$ cat config.mk
export PLATFORM = sky130hd
export DESIGN_NAME = sram_march_tester
export DESIGN_NICKNAME = d
export VERILOG_FILES = /design/src/rtl/sram_test_pkg.sv /design/src/rtl/sram_march_addr_gen.sv /design/src/rtl/sram_march_tester.sv
export SDC_FILE = /design/constraint.sdc
export NUM_CORES = 1
export LEC_CHECK = 0
export CORE_MARGIN = 2
export CORE_UTILIZATION = 43
export DETAILED_ROUTE_END_ITERATION = 7
export HOLD_SLACK_MARGIN = 0.1
export PLACE_DENSITY = 0.82
export SETUP_SLACK_MARGIN = 0.15
export SYNTH_ARGS = -nofsm -noshare
export SYNTH_HDL_FRONTEND = slang
export SYNTH_SLANG_ARGS = --single-unit
$ cat constraint.sdc
create_clock -name clk -period 2.55 [get_ports clk]
set_input_delay 0.51 -clock clk [delete_from_list [all_inputs] [get_ports clk]]
set_output_delay 0.51 -clock clk [all_outputs]
set_load 0.05 [all_outputs]
$ cat src/rtl/sram_test_pkg.sv
// Shared FSM state encoding and March C- element table for the SRAM tester.
// Definitions only: no latency and no flow control.
package sram_test_pkg;

  typedef enum logic [3:0] {
    ST_IDLE  = 4'd0,
    ST_M0    = 4'd1,
    ST_M1    = 4'd2,
    ST_M2    = 4'd3,
    ST_M3    = 4'd4,
    ST_M4    = 4'd5,
    ST_M5    = 4'd6,
    ST_DRAIN = 4'd7,
    ST_DONE  = 4'd8
  } state_e;

  // One bit per element index (bit n = element Mn); indices 6 and 7 are unused.
  localparam logic [7:0] MARCH_DOWN   = 8'b0001_1000;
  localparam logic [7:0] MARCH_HAS_RD = 8'b0011_1110;
  localparam logic [7:0] MARCH_RD_ONE = 8'b0001_0100;
  localparam logic [7:0] MARCH_HAS_WR = 8'b0001_1111;
  localparam logic [7:0] MARCH_WR_ONE = 8'b0000_1010;

  typedef struct packed {
    logic has_rd;
    logic rd_one;
    logic has_wr;
    logic wr_one;
  } march_op_t;

  function automatic march_op_t march_op(input logic [2:0] idx);
    march_op_t e;
    e.has_rd = MARCH_HAS_RD[idx];
    e.rd_one = MARCH_RD_ONE[idx];
    e.has_wr = MARCH_HAS_WR[idx];
    e.wr_one = MARCH_WR_ONE[idx];
    return e;
  endfunction

  function automatic logic march_dir(input logic [2:0] idx);
    return MARCH_DOWN[idx];
  endfunction

endpackage

$ cat src/rtl/sram_march_addr_gen.sv
// Address sequencer for one March element: load latches direction and start address.
// Registered address, one step per cycle; no backpressure.
module sram_march_addr_gen #(
  parameter int ADDR_W = 10
) (
  input  logic              clk,
  input  logic              rst,
  input  logic              load,
  input  logic              dir,
  input  logic              step,
  output logic [ADDR_W-1:0] addr,
  output logic              last
);

  localparam logic [ADDR_W-1:0] ONE = ADDR_W'(1);

  logic [ADDR_W-1:0] addr_q, addr_d;
  logic              dir_q, dir_d;

  always_comb begin
    addr_d = addr_q;
    dir_d  = dir_q;
    if (load) begin
      dir_d  = dir;
      addr_d = dir ? '1 : '0;
    end else if (step) begin
      addr_d = dir_q ? (addr_q - ONE) : (addr_q + ONE);
    end
  end

  always_ff @(posedge clk) begin
    if (rst) begin
      addr_q <= '0;
      dir_q  <= 1'b0;
    end else begin
      addr_q <= addr_d;
      dir_q  <= dir_d;
    end
  end

  // Direction is latched so last never depends on the load decision it drives.
  assign addr = addr_q;
  assign last = dir_q ? (addr_q == '0) : (addr_q == '1);

endmodule

$ cat src/rtl/sram_march_tester.sv
// March C- SRAM BIST with manual access port; one SRAM op per cycle, done 10*DEPTH+2 cycles after start.
// Optional first-fail log under SRAM_TEST_FAIL_LOG_EN; no backpressure, SRAM assumed always ready.
module sram_march_tester
  import sram_test_pkg::*;
#(
  parameter int ADDR_W = 10,
  parameter int DATA_W = 8,
  parameter int ERR_W  = 8
) (
  input  logic              clk,
  input  logic              rst,
  input  logic              start,
  input  logic              man_en,
  input  logic              man_wen,
  input  logic [ADDR_W-1:0] man_addr,
  input  logic [DATA_W-1:0] man_din,
  output logic [DATA_W-1:0] man_dout,
  output logic              busy,
  output logic              done,
  output logic              pass,
  output logic [ERR_W-1:0]  err_cnt,
  output logic              mem_men,
  output logic              mem_wen,
  output logic              mem_ren,
  output logic [ADDR_W-1:0] mem_addr,
  output logic [DATA_W-1:0] mem_din,
  input  logic [DATA_W-1:0] mem_dout
`ifdef SRAM_TEST_FAIL_LOG_EN
  ,
  output logic [ADDR_W-1:0] fail_addr,
  output logic [DATA_W-1:0] fail_exp,
  output logic [DATA_W-1:0] fail_got,
  output logic              fail_vld
`endif
);

  localparam logic [ERR_W-1:0] ERR_ONE = ERR_W'(1);

  state_e            state_q, state_d;
  logic              phase_q, phase_d;
  logic [ERR_W-1:0]  err_q, err_d;
  logic [DATA_W-1:0] man_dout_q, man_dout_d;
  logic              man_rd_q, man_rd_d;
  logic              chk_vld_q, chk_vld_d;
  logic [DATA_W-1:0] chk_exp_q, chk_exp_d;

  logic              in_test;
  logic [2:0]        elem_idx;
  march_op_t         cur;
  logic              two_op;
  logic              op_rd;
  logic              op_wr;
  logic              addr_done;
  logic              elem_end;
  logic              start_go;
  logic              man_go;
  logic              mis;
  logic              ag_load;
  logic              ag_dir;
  logic              ag_last;
  logic [ADDR_W-1:0] ag_addr;

  assign in_test  = (state_q >= ST_M0) && (state_q <= ST_M5);
  assign elem_idx = state_q[2:0] - 3'd1;
  assign cur      = march_op(elem_idx);
  assign two_op   = cur.has_rd & cur.has_wr;

  // Two-op elements alternate read (phase 0) and write (phase 1) at each address.
  assign op_rd     = in_test & cur.has_rd & ~phase_q;
  assign op_wr     = in_test & cur.has_wr & (~cur.has_rd | phase_q);
  assign addr_done = in_test & (~two_op | phase_q);
  assign elem_end  = addr_done & ag_last;

  assign start_go = (state_q == ST_IDLE) & start;
  assign man_go   = (state_q == ST_IDLE) & man_en & ~start;
  assign mis      = chk_vld_q & (mem_dout != chk_exp_q);

  assign ag_load = start_go | elem_end;
  assign ag_dir  = start_go ? march_dir(3'd0) : march_dir(elem_idx + 3'd1);

  sram_march_addr_gen #(
    .ADDR_W (ADDR_W)
  ) u_addr_gen (
    .clk  (clk),
    .rst  (rst),
    .load (ag_load),
    .dir  (ag_dir),
    .step (addr_done),
    .addr (ag_addr),
    .last (ag_last)
  );

  always_comb begin
    state_d = state_q;
    unique case (state_q)
      ST_IDLE:  if (start) state_d = ST_M0;
      ST_M0, ST_M1, ST_M2, ST_M3, ST_M4, ST_M5:
                if (elem_end) state_d = state_e'(state_q + 4'd1);
      ST_DRAIN: state_d = ST_DONE;
      ST_DONE:  state_d = ST_IDLE;
      default:  state_d = ST_IDLE;
    endcase
  end

  always_comb begin
    phase_d    = (in_test & two_op) ? ~phase_q : 1'b0;
    chk_vld_d  = op_rd;
    chk_exp_d  = {DATA_W{cur.rd_one}};
    man_rd_d   = man_go & ~man_wen;
    man_dout_d = man_rd_q ? mem_dout : man_dout_q;
    err_d      = err_q;
    if (start_go) begin
      err_d = '0;
    end else if (mis && (err_q != '1)) begin
      err_d = err_q + ERR_ONE;
    end
  end

  always_ff @(posedge clk) begin
    if (rst) begin
      state_q    <= ST_IDLE;
      phase_q    <= 1'b0;
      err_q      <= '0;
      man_dout_q <= '0;
      man_rd_q   <= 1'b0;
      chk_vld_q  <= 1'b0;
      chk_exp_q  <= '0;
    end else begin
      state_q    <= state_d;
      phase_q    <= phase_d;
      err_q      <= err_d;
      man_dout_q <= man_dout_d;
      man_rd_q   <= man_rd_d;
      chk_vld_q  <= chk_vld_d;
      chk_exp_q  <= chk_exp_d;
    end
  end

`ifdef SRAM_TEST_FAIL_LOG_EN
  logic [ADDR_W-1:0] chk_addr_q;
  logic [ADDR_W-1:0] fail_addr_q;
  logic [DATA_W-1:0] fail_exp_q;
  logic [DATA_W-1:0] fail_got_q;
  logic              fail_vld_q;

  // Only the first mismatch of a run is kept; later ones leave the log alone.
  always_ff @(posedge clk) begin
    if (rst || start_go) begin
      chk_addr_q  <= '0;
      fail_addr_q <= '0;
      fail_exp_q  <= '0;
      fail_got_q  <= '0;
      fail_vld_q  <= 1'b0;
    end else begin
      chk_addr_q <= ag_addr;
      if (mis && !fail_vld_q) begin
        fail_addr_q <= chk_addr_q;
        fail_exp_q  <= chk_exp_q;
        fail_got_q  <= mem_dout;
        fail_vld_q  <= 1'b1;
      end
    end
  end

  assign fail_addr = fail_addr_q;
  assign fail_exp  = fail_exp_q;
  assign fail_got  = fail_got_q;
  assign fail_vld  = fail_vld_q;
`endif

  // Strobes are gated by rst so an aborted run issues nothing in the reset cycle.
  assign mem_men  = ~rst & (op_rd | op_wr | man_go);
  assign mem_wen  = ~rst & (op_wr | (man_go & man_wen));
  assign mem_ren  = ~rst & (op_rd | (man_go & ~man_wen));
  assign mem_addr = man_go ? man_addr : ag_addr;
  assign mem_din  = man_go ? man_din : {DATA_W{cur.wr_one}};

  assign busy     = in_test | (state_q == ST_DRAIN);
  assign done     = (state_q == ST_DONE);
  assign pass     = ~busy & (err_q == '0);
  assign err_cnt  = err_q;
  assign man_dout = man_dout_q;

endmodule

Word level (Yosys, flattened, before mapping)
Memory sizes are Yosys's and may differ from the RTL's. A register that Yosys moved wholly into a read port is not among the register bits.
Index checks and enable logic that the tools add are counted.
{"block": "totals", "ff_bits": 34, "latch_bits": 0, "ramBits": 0, "rom_bits": 40, "inputBits": 31, "n_memories": 5}
{"block": "op_classes", "addsub": 6, "mul": 0, "n_div": 0, "order_cmp": 4, "eq_ne": 13, "shifts": 0, "n_mux": 15, "n_bitwise": 34, "n_reduce_logical": 10}
{"name": "(no name shown)", "depth": 8, "word_bits": 1, "read_ports": 1, "rd_ports_with_merged_regs": 0, "wr": 0, "line": "sram_test_pkg.sv:41", "rtl": "return MARCH_DOWN[idx];"}
{"name": "(no name shown)", "depth": 8, "word_bits": 1, "read_ports": 1, "rd_ports_with_merged_regs": 0, "wr": 0, "line": "sram_test_pkg.sv:36", "rtl": "e.wr_one = MARCH_WR_ONE[idx];"}
{"name": "(no name shown)", "depth": 8, "word_bits": 1, "read_ports": 1, "rd_ports_with_merged_regs": 0, "wr": 0, "line": "sram_test_pkg.sv:35", "rtl": "e.has_wr = MARCH_HAS_WR[idx];"}
{"name": "(no name shown)", "depth": 8, "word_bits": 1, "read_ports": 1, "rd_ports_with_merged_regs": 1, "wr": 0, "line": "sram_test_pkg.sv:34", "rtl": "e.rd_one = MARCH_RD_ONE[idx];"}
{"name": "(no name shown)", "depth": 8, "word_bits": 1, "read_ports": 1, "rd_ports_with_merged_regs": 0, "wr": 0, "line": "sram_test_pkg.sv:33", "rtl": "e.has_rd = MARCH_HAS_RD[idx];"}
{"operator": "$mux 10", "n": 5}
{"operator": "$and 1x1->1", "n": 18}
{"operator": "$eq 4x3->1 const B", "n": 4}
{"operator": "$pmux 4 s3", "n": 1}
{"operator": "$add 10x1->10 const B", "n": 1}
{"operator": "$eq 10x10->1 const B", "n": 1}
{"operator": "$logic_not 10->1", "n": 1}
{"operator": "$sub 10x1->10 const B", "n": 1}
{"operator": "$add 8x1->8 const B", "n": 1}
{"operator": "$eq 4x2->1 const B", "n": 2}
{"operator": "$logic_not 8->1", "n": 1}
{"operator": "$lt 3x4->1 const B", "n": 2}
{"operator": "$mux 4", "n": 2}
{"operator": "$mux 8", "n": 1}
{"operator": "$ne 8x8->1", "n": 1}
{"operator": "$ne 8x8->1 const B", "n": 1}
{"operator": "$not 1->1", "n": 8}
{"operator": "$or 1x1->1", "n": 8}
{"operator": "$mux 1", "n": 6}
{"operator": "$reduce_or 6->1", "n": 1}
{"operator": "$add 4x1->4 const B", "n": 1}
{"operator": "$eq 4x1->1 const B", "n": 1}
{"operator": "$eq 4x4->1 const B", "n": 1}
{"operator": "$ge 4x1->1 const B", "n": 1}
{"operator": "other kinds (9)", "n": 12}

Logic depth before layout (Yosys ltp)
Gate-level depths: netlist of the first run.
{"block": "depth", "ltp_word": 10, "depth_mapped": 9, "mapped_depth_nobuf": 8}

Hierarchy
A second synthesis of the first run with hierarchy kept.
{"block": "unflattened", "hier_cells": 326, "area_unflattened_um2": 2607.5}
{"mod": "sram_march_tester", "instances": 1, "cells_per_inst": 212, "area_each_um2": 1631.6}
{"mod": "sram_march_addr_gen", "instances": 1, "cells_per_inst": 114, "area_each_um2": 975.9}

Worst setup path before layout of the first run
Ideal clock, no wire load.
{"block": "synth_timing", "path_kind": "reg2out", "from": "register state_q[1]", "to": "output port pass", "arrival_ns": 2.644, "required_time_ns": 2.040, "setup_slack_ns": -0.604, "path_stages_with_launch": 8, "path_buffers": 1, "cell_sequence": "dfxtp_1 > inv_1 > ha_1 > buf_2 > nor3b_1 > a311o_1 > o21ai_0 > nor2_1"}
{"block": "synth_via", "elab_chain_cells": 5, "elab_cells_between_ends": 7, "classes_between": "order compare: 2; eq/ne: 1; bitwise: 3; reduce/logical: 1"}
{"element": "start: declaration", "line": "sram_march_tester.sv:39", "rtl": "state_e state_q, state_d;"}
{"element": "start signal: assignment", "line": "sram_march_tester.sv:129", "rtl": "state_q <= state_d;"}
{"element": "$ge 4x1->1 or $le 4x3->1 (tied branches)", "line": "sram_march_tester.sv:63", "rtl": "assign in_test = (state_q >= ST_M0) && (state_q <= ST_M5);"}
{"element": "$logic_and 1x1->1", "line": "sram_march_tester.sv:63"}
{"element": "$or 1x1->1 *", "line": "sram_march_tester.sv:178", "rtl": "assign busy = in_test | (state_q == ST_DRAIN);"}
{"element": "named net busy", "line": "sram_march_tester.sv:18", "rtl": "output logic busy,"}
{"element": "$not 1->1 *", "line": "sram_march_tester.sv:180", "rtl": "assign pass = ~busy & (err_q == '0);"}
{"element": "$and 1x1->1 *", "line": "sram_march_tester.sv:180"}
{"element": "end: declaration", "line": "sram_march_tester.sv:20", "rtl": "output logic pass,"}
The timed path passes the listed nets; every way through them passes the cells marked *.

Worst setup path after layout of the first run
{"block": "layout_timing", "from": "register state_q[0]", "to": "output port mem_ren"}
{"block": "layout_via", "elab_chain_cells": 7, "elab_cells_between_ends": 14, "classes_between": "add/sub: 1; order compare: 2; mux: 1; bitwise: 7; reduce/logical: 2; memory: 1"}
{"element": "$sub 3x1->3", "line": "sram_march_tester.sv:64", "rtl": "assign elem_idx = state_q[2:0] - 3'd1;"}
{"element": "$mem_v2 8x1"}
{"element": "$mux 1 (implied by the code)", "line": "sram_test_pkg.sv:33"}
{"element": "$and 1x1->1 (2 in a row)", "line": "sram_march_tester.sv:69", "rtl": "assign op_rd = in_test & cur.has_rd & ~phase_q;"}
{"element": "$or 1x1->1 *", "line": "sram_march_tester.sv:174", "rtl": "assign mem_ren = ~rst & (op_rd | (man_go & ~man_wen));"}
{"element": "$and 1x1->1 *", "line": "sram_march_tester.sv:174"}
{"element": "end: declaration", "line": "sram_march_tester.sv:24", "rtl": "output logic mem_ren,"}
Every way passes the cells marked *; elsewhere a longest branch is shown, timed or not. The select of a mux whose other input is x is not followed.

==> run summary, run 1 <==
After clock tree synthesis, the clock-pin slew on the worst setup and hold paths is 0.07 ns. The share of async-settable or async-resettable flops after synthesis came out at 0%. The analysis attributes to cell leakage a power of 1.52 nW. The min-delay analysis places its worst path in the category register to register.

Entering global routing, the biggest net connects 28 pins. The number of buffers on the longest clock path came out at 2. The transition time at the pin with the least slew margin came out at 0.506 ns.

The number of violations reported at the end of detailed-routing iteration 0 is 77. The post-layout worst setup margin came out at -0.0783 ns. Yosys printed 0 warnings. The post-synth design cell area is 0.00242 mm².

The final reports fail on setup timing. The sum of buffers and inverters on the critical path came out at 3. The max-slew violation total from the final report was 0. The cell count of the worst reg-to-reg path came out at 10. The number of buffers added to fix hold violations after cts came out at 0. Summed over all layers, the global routing overflow is 0. The critical path required time is 2.04 ns. Once placement completed, the tool counted placed cells totaling 438. After routing, the total negative slack on setup checks comes to -0.102 ns.

The relative slew slack came out at 66.1%. The unique cell type count in the Yosys netlist came out at 54. The tree is rooted in a clkbuf_8.

The capture point of the worst reg-to-reg path is state_q[1]$_SDFFE_PP0P_. The number of antenna violations at the first check in global routing is 0. The final layout net count came out at 428. Summing all multi-input logic gate instances after layout gives 0.00176 mm². The final weighted congestion in routability-driven placement came out at 0.814. The number of top-level pins came out at 71. The worst hold path passes through 2 cells.

The clock net sink count is 35. The final non-filler cell area came out at 0.00377 mm². The critical path goes through inv_4 -> ha_4 -> nor3b_1 -> a311o_1 -> or4_4 -> inv_2 -> or2_4 -> buf_12. The sequential cells in the finished layout cover a total of 706 µm².

The synthesized design contains 35 register bits. The worst hold path terminates at man_dout[1]$_SDFFE_PP0P_. The critical path's largest stage delay came out at 0.45 ns. STA classifies the critical path endpoint as an output pin.

The category of the most critical setup path is register to output pin. The worst-case register-to-register setup slack came out at 0.23 ns. The critical path arrival is 2.12 ns. Of the synthesized area, sequential elements account for 28.9%. The HPWL after detailed placement is 4810 µm.

The time the final worst path needs with I/O delays and setup is 2.63 ns. The die covers 0.00626 mm². The startpoint identified for the worst hold timing path is man_dout[1]$_SDFFE_PP0P_. The via count is 2,472. Setup repair after global routing could not meet its margin everywhere. The number of rows created at floorplan is 27. The net count of the mapped netlist is 342.

The number of instances in the synthesized netlist is 295. The setup slack at placement is 0.0714 ns. Before antenna repair, the detailed router went through 5 iterations.

The worst hold margin is 0.494 ns. TritonCTS built the clock tree. For this run, the number of standard cells in the final layout without fillers is 453. The via count of the first global-routing pass is 2,343. The total of buffers placed on input and output ports is 70. Setup violations remaining at the end of the flow were counted as 2.

In this run the number of cells on the critical path is 8. The largest individual stage delay along the critical path comes from the cell or4_4. The worst setup skew after layout came out at 0.00475 ns. The die is 79.1 µm wide. STA classifies the critical path startpoint as a register. The repair_antennas step left the layout with diodes totalling 0. The number of design rule violations left after detail routing came out at 0.

The number of endpoints with negative hold slack in the final report is 0. The run finished, with violations left. The fraction of layout instances using a drive strength above 1 is 29.7%. The maximum frequency from static timing analysis came out at 380 MHz.

For this design the ratio of total power to cell area is 630 mW/mm². The final-layout fill cell count came out at 408. In the global route stage, overall resource usage came out at 21.1%.

The post-synthesis average cell area came out at 8.22 µm². The wire length reported by the detailed router is 6970 µm. The post-detailed-placement cell area came out at 0.00341 mm². In the routed layout, each cell is associated on average with a via count of 5.46. The number of levels the H-tree was split into came out at 2. The family of cells with the greatest summed delay on the critical path is simple AND/OR/NAND/NOR gates. The height of the die is 79.1 µm.

In this run the remaining antenna-violating nets after routing total 0. In this run the worst setup path begins at state_q[0]$_SDFFE_PP0P_. The worst-path maximum fanout is 3.

Counting the buffers created by CTS gives 5. The share of the clock period used by the worst path came out at 103%. The core box area came out at 0.00547 mm². The detail-routed net length per standard cell is 15.4 µm. In this run the critical register-to-register path is launched from state_q[0]$_SDFFE_PP0P_. The number of synthesized flops with an enable pin is 0.

The later-pin clock latency in the skew report is 0.30 ns. The number of max-capacitance violations reported came out at 0. The initial standard-cell utilization of the core is 44.3%. The area growth from synthesis to layout is 55.6%. The maximum resistive drop on vdd is 0.318 mV. Among all flip-flop cells after synthesis, the most frequent one is dfxtp_1. The first-pass GRT wire length is 10,600 µm.
through the flow:
step / util (%) / total power [mW]
2_1_floorplan: - / 1.37
3_3_place_gp: 62.3 / 1.79
3_5_place_dp: 62.3 / 1.82
4_1_cts: 65.3 / 2.27
5_1_grt: 69.0 / 2.48
6_report: 69.0 / 2.38
how the worst max path moves through the flow:
stage / to
5_1_grt: mem_ren
4_1_cts: mem_ren
3_3_place_gp: mem_wen
3_5_place_dp: mem_addr[2]
6_report: mem_ren
2_1_floorplan: mem_addr[0]
power breakdown:
part / total (mW) / internal, mW / leakage, nW / switching, mW
registers: 0.651 / 0.595 / 0.286 / 0.0564
clock network: 0.419 / 0.212 / 0.0470 / 0.207
logic: 1.31 / 0.577 / 1.18 / 0.732
total: 2.38 / 1.38 / 1.52 / 0.996
cell usage after synthesis (4+ instances only):
master	number	area, µm²
a211oi_1	4	30.0
a21o_1	13	97.6
a21oi_1	9	45.0
a221oi_2	8	120
clkbuf_1	9	33.8
dfxtp_1	35	701
ha_1	15	188
inv_1	19	71.3
mux2i_1	10	100
nand2_1	31	116
nand3_1	12	60.1
nand4_1	4	25.0
nor2_1	38	143
nor3_1	8	40.0
nor3b_1	4	30.0
o21ai_0	11	55.1
xnor2_1	9	78.8
xor2_1	8	70.1
worst min-delay path, cell delays in order (launching register included):
cell	delay [ns]
dfxtp_1	0.33
mux2i_1	0.06
nor2_1	0.07
cells in the final DEF, fill, tap and decap left out, types with 12 or more instances in the layout:
cell / instances
clkdlybuf4s50_1: 45
nor2_1: 31
dfxtp_1: 31
nand2_1: 30
buf_4: 19
inv_1: 16
buf_12: 16
a21o_1: 13
nand3_1: 12
buf_6: 12
per-layer routing:
layer	up-vias	wire length [µm]	global-route usage, %
li1	1215	-	-
met4	0	44	7.24
met2	76	3570	35.8
met1	1176	2980	26.7
met5	-	0	0
met3	5	374	3.86
layout make-up:
| class | count | area share, % |
|---|---|---|
| multi-input cells | 227 | 46.6 |
| repair buffers | 93 | 28.0 |
| flip-flops and latches | 35 | 18.7 |
| well taps | 72 | 2.39 |
| clock buffers | 6 | 2.19 |
| inverters | 19 | 2.02 |
| clock inverters | 1 | 0.133 |
cells by family (layout without fill, tap and decap cells):
group	count (synthesis)	after routing	synth area share [%]
mux	11	11	4.59
xor+xnor	17	17	6.14
fa+ha+maj	16	16	8.57
flops	35	35	28.9
buf+inv	33	119	5.83
compound gates	62	62	21.4
simple gates	121	121	24.6
registers in the layout (all words and copies together), names as in the netlist:
register / count
state_q: 4
u_addr_gen.addr: 10
u_addr_gen.dir_q: 1
phase_q: 1
man_dout: 8
err_cnt: 8
man_rd_q: 1
chk_exp_q: 1
chk_vld_q: 1
timing repair:
action / 4_1_cts / 5_1_grt
hold endpoints to repair: 0 / 0
resized for setup: 22 / 36
pin swaps: 5 / 3
endpoints found under the setup margin: 23 / 23
cloned: 0 / 0
setup buffers: 2 / 6
Note: power is estimated with default switching activity, not from simulation.
==> run 2, diff against run 1 <==
--- a/config.mk
+++ b/config.mk
@@ -5,11 +5,13 @@
 export SDC_FILE = /design/constraint.sdc
 export NUM_CORES = 1
 export LEC_CHECK = 0
+export CELL_PAD_IN_SITES_DETAIL_PLACEMENT = 1
+export CELL_PAD_IN_SITES_GLOBAL_PLACEMENT = 2
 export CORE_MARGIN = 2
-export CORE_UTILIZATION = 43
+export CORE_UTILIZATION = 24
 export DETAILED_ROUTE_END_ITERATION = 7
 export HOLD_SLACK_MARGIN = 0.1
-export PLACE_DENSITY = 0.82
+export PLACE_DENSITY = 0.8
 export SETUP_SLACK_MARGIN = 0.15
 export SYNTH_ARGS = -nofsm -noshare
 export SYNTH_HDL_FRONTEND = slang
==> run summary, run 2 (synthesis results as in run 1) <==
The critical-path cell with the highest stage delay was or4_4 (unchanged). The max-slew violation total from the final report came to 0 (unchanged). The transition time at the pin with the least slew margin came out at 0.513 ns (was 0.506 ns). The via count of the first global-routing pass came out at 2,467 (was 2,343). Result of the run: finished with violations (unchanged). The critical path startpoint category is a register (unchanged). The area of the die is 0.0109 mm² (was 0.00626 mm²). The later-pin clock latency in the skew report is 0.30 ns (about the same).

The cell depth of the worst hold path came to 2 (unchanged). The clock tree from TritonCTS was yes (unchanged). The total power came out at 2.34 mW (was 2.38 mW).

The number of clock buffers inserted by TritonCTS is 5 (unchanged). The cell at the root of the clock tree is clkbuf_8 (unchanged). The time the final worst path needs with I/O delays and setup came out at 2.59 ns (was 2.63 ns). Crit path cell chain: buf_6 -> ha_2 -> buf_4 -> nor2_1 -> a21oi_1 -> or4_4 -> inv_2 -> or2_4 -> buf_12 (was inv_4 -> ha_4 -> nor3b_1 -> a311o_1 -> or4_4 -> inv_2 -> or2_4 -> buf_12).

The critical path's largest stage delay is 0.50 ns (was 0.45 ns). The number of max-capacitance violations reported came to 0 (unchanged). The total of buffers placed on input and output ports was 70 (unchanged). The first element of the critical path is state_q[0]$_SDFFE_PP0P_ (unchanged). The category of the most critical setup path is register to output pin (unchanged). The startpoint of the most critical hold path is man_dout[7]$_SDFFE_PP0P_ (was man_dout[1]$_SDFFE_PP0P_). The x dimension of the die came out at 105 µm (was 79.1 µm). The type of element capturing the critical path was an output pin (unchanged). The largest net degree at the start of global routing came out at 28 (unchanged). RSZ-0062 raised after global routing: yes (unchanged). Failing checks: setup timing (unchanged).

The setup TNS is -0.0350 ns (was -0.102 ns). The number of rows created at floorplan is 36 (was 27). The height of the die came to 105 µm (was 79.1 µm).

The power per standard cell area is 616 mW/mm² (was 630 mW/mm²). The post-detailed-placement half-perimeter wirelength is 5840 µm (was 4810 µm). The initial standard-cell utilization of the core came out at 24.8% (was 44.3%). The combined area of the multi-input logic cells is 0.00174 mm² (was 0.00176 mm²). The setup-violating endpoint count in the final report came to 1 (was 2). The detail-routed net length per standard cell is 15.0 µm (was 15.4 µm). The critical path arrival came out at 2.08 ns (was 2.12 ns). The relative slew slack is 65.7% (was 66.1%). The maximum resistive drop on vdd is 0.272 mV (was 0.318 mV). The total routing usage reported by global routing came out at 14.2% (was 21.1%).

The number of violations reported at the end of detailed-routing iteration 0 is 127 (was 77). The worst setup skew after layout came out at 0.00578 ns (was 0.00475 ns). The critical path required time came out at 2.04 ns (about the same). The number of antenna violations at the first check in global routing came to 0 (unchanged).

The flip-flop count of the largest register after layout is 10 (unchanged). The length of the first detailed-routing pass in iterations is 4 (was 5). The most common cell after layout, fill and taps aside is clkdlybuf4s50_1 (unchanged). The via count is 2,436 (was 2,472). The number of routed nets with antenna violations is 0 (unchanged). The origin of the critical flop-to-flop path is state_q[0]$_SDFFE_PP0P_ (unchanged). The share of the clock period used by the worst path is 101% (was 103%). The worst-path maximum fanout is 8 (was 3).

The number of top-level pins was 71 (unchanged). The number of buffers added to fix hold violations after cts came out at 0 (unchanged). The final weighted congestion in routability-driven placement came out at 0.747 (was 0.814). The static leakage is 1.50 nW (was 1.52 nW). The cell count of the worst reg-to-reg path is 9 (was 10).

The number of design rule violations left after detail routing came out at 0 (unchanged). The final-layout fill cell count is 1,164 (was 408). The class of the most critical hold timing path was register to register (unchanged). The post-detailed-route via-to-cell ratio came out at 4.76 (was 5.46). The final layout net count is 425 (was 428). The first-pass GRT wire length came out at 12,500 µm (was 10,600 µm).

The number of levels the H-tree was split into is 2 (unchanged). The area growth from synthesis to layout was 56.8% (was 55.6%). The maximum frequency from static timing analysis came out at 387 MHz (was 380 MHz). The register clock-pin slew on the reported worst setup and hold paths is 0.07 ns (about the same). Top library cells by usage in the layout, fill and taps aside: clkdlybuf4s50_1, nor2_1, nand2_1, dfxtp_1, buf_4 (was clkdlybuf4s50_1, nor2_1, dfxtp_1). The clock net sink count is 35 (unchanged).

The total inserted antenna cells is 0 (unchanged). The fraction of layout instances using a drive strength above 1 is 28.8% (was 29.7%). The total grt overflow is 0 (unchanged). The area occupied by registers is 712 µm² (was 706 µm²). The core box area is 0.00977 mm² (was 0.00547 mm²). The number of buffers on the longest clock path came out at 2 (unchanged).

The wire length reported by the detailed router came to 7670 µm (was 6970 µm). The post-layout worst setup margin came out at -0.0350 ns (was -0.0783 ns). The number of endpoints with negative hold slack in the final report is 0 (unchanged).
==> run 2: changes by cell type in the layout (fill, tap and decap cells not counted), sizes merged <==
cell           previous run  this run
dlygate4sd2               1         0
clkdlybuf4s50            45        46
clkinvlp                  0         1
buf                      47        44
==> run 2: worst max-delay path, delay by kind of cell (launching register included) <==
family	cells	cell delay, ns
buffers and inverters	4	0.48
AND/OR/NAND/NOR	3	0.72
adder cells (fa/ha/maj)	1	0.18
flip-flops	1	0.36
AO/OA/AOI/OAI	1	0.05
==> run 2: metrics by stage <==
stage	setup slack [ns]	cell area, µm²	util [%]	instances	hold slack [ns]
detailed placement	-0.0101	3490	35.7	499	0.485
global placement	0.0507	3490	35.7	499	0.474
finish	-0.0350	3800	38.9	512	0.495
global route	-0.110	3800	38.9	512	0.543
floorplan	-0.0147	2450	-	295	0.492
CTS	-0.0785	3680	37.6	510	0.503
==> run 2: power by group <==
group	switching, mW	leakage [nW]	total (mW)	internal [mW]
sequential	0.0539	0.288	0.648	0.594
clock	0.217	0.0412	0.408	0.191
combinational	0.728	1.18	1.29	0.559
total	0.999	1.50	2.34	1.34
==> run 2: path summary, 6_finish.rpt <==
path              slack (ns)                        to
setup / recovery       -0.04                   mem_ren
hold / removal          0.50  man_dout[7]$_SDFFE_PP0P_
setup reg to reg        0.35   state_q[1]$_SDFFE_PP0P_
hold reg to reg         0.50  man_dout[7]$_SDFFE_PP0P_
==> run 2: cell type report <==
class                           count  area share [%]
Clock buffer                        6            1.91
Tap cell                          133            4.38
Multi-Input combinational cell    227            45.8
Timing Repair Buffer               90            26.8
Clock inverter                      2           0.329
Inverter                           19            2.01
Sequential cell                    35            18.7
==> run 2: what timing repair did <==
| item | 4_1_cts | 5_1_grt |
|---|---|---|
| gates resized for setup | 24 | 29 |
| buffers inserted | 3 | 2 |
| hold endpoints to repair | 0 | 0 |
| pin swaps | 3 | 3 |
| setup endpoints to repair | 23 | 26 |
==> run 2: per-layer routing <==
| layer | part of all wire, % | wire (µm) | vias to the layer above | track usage [%] |
|---|---|---|---|---|
| li1 | - | - | 1202 | - |
| met1 | 48 | 3650 | 1179 | 18.5 |
| met2 | 47 | 3640 | 49 | 23.4 |
| met3 | 4.1 | 317 | 6 | 3.51 |
| met4 | 0.83 | 64 | 0 | 3.28 |
| met5 | 0 | 0 | - | 0 |
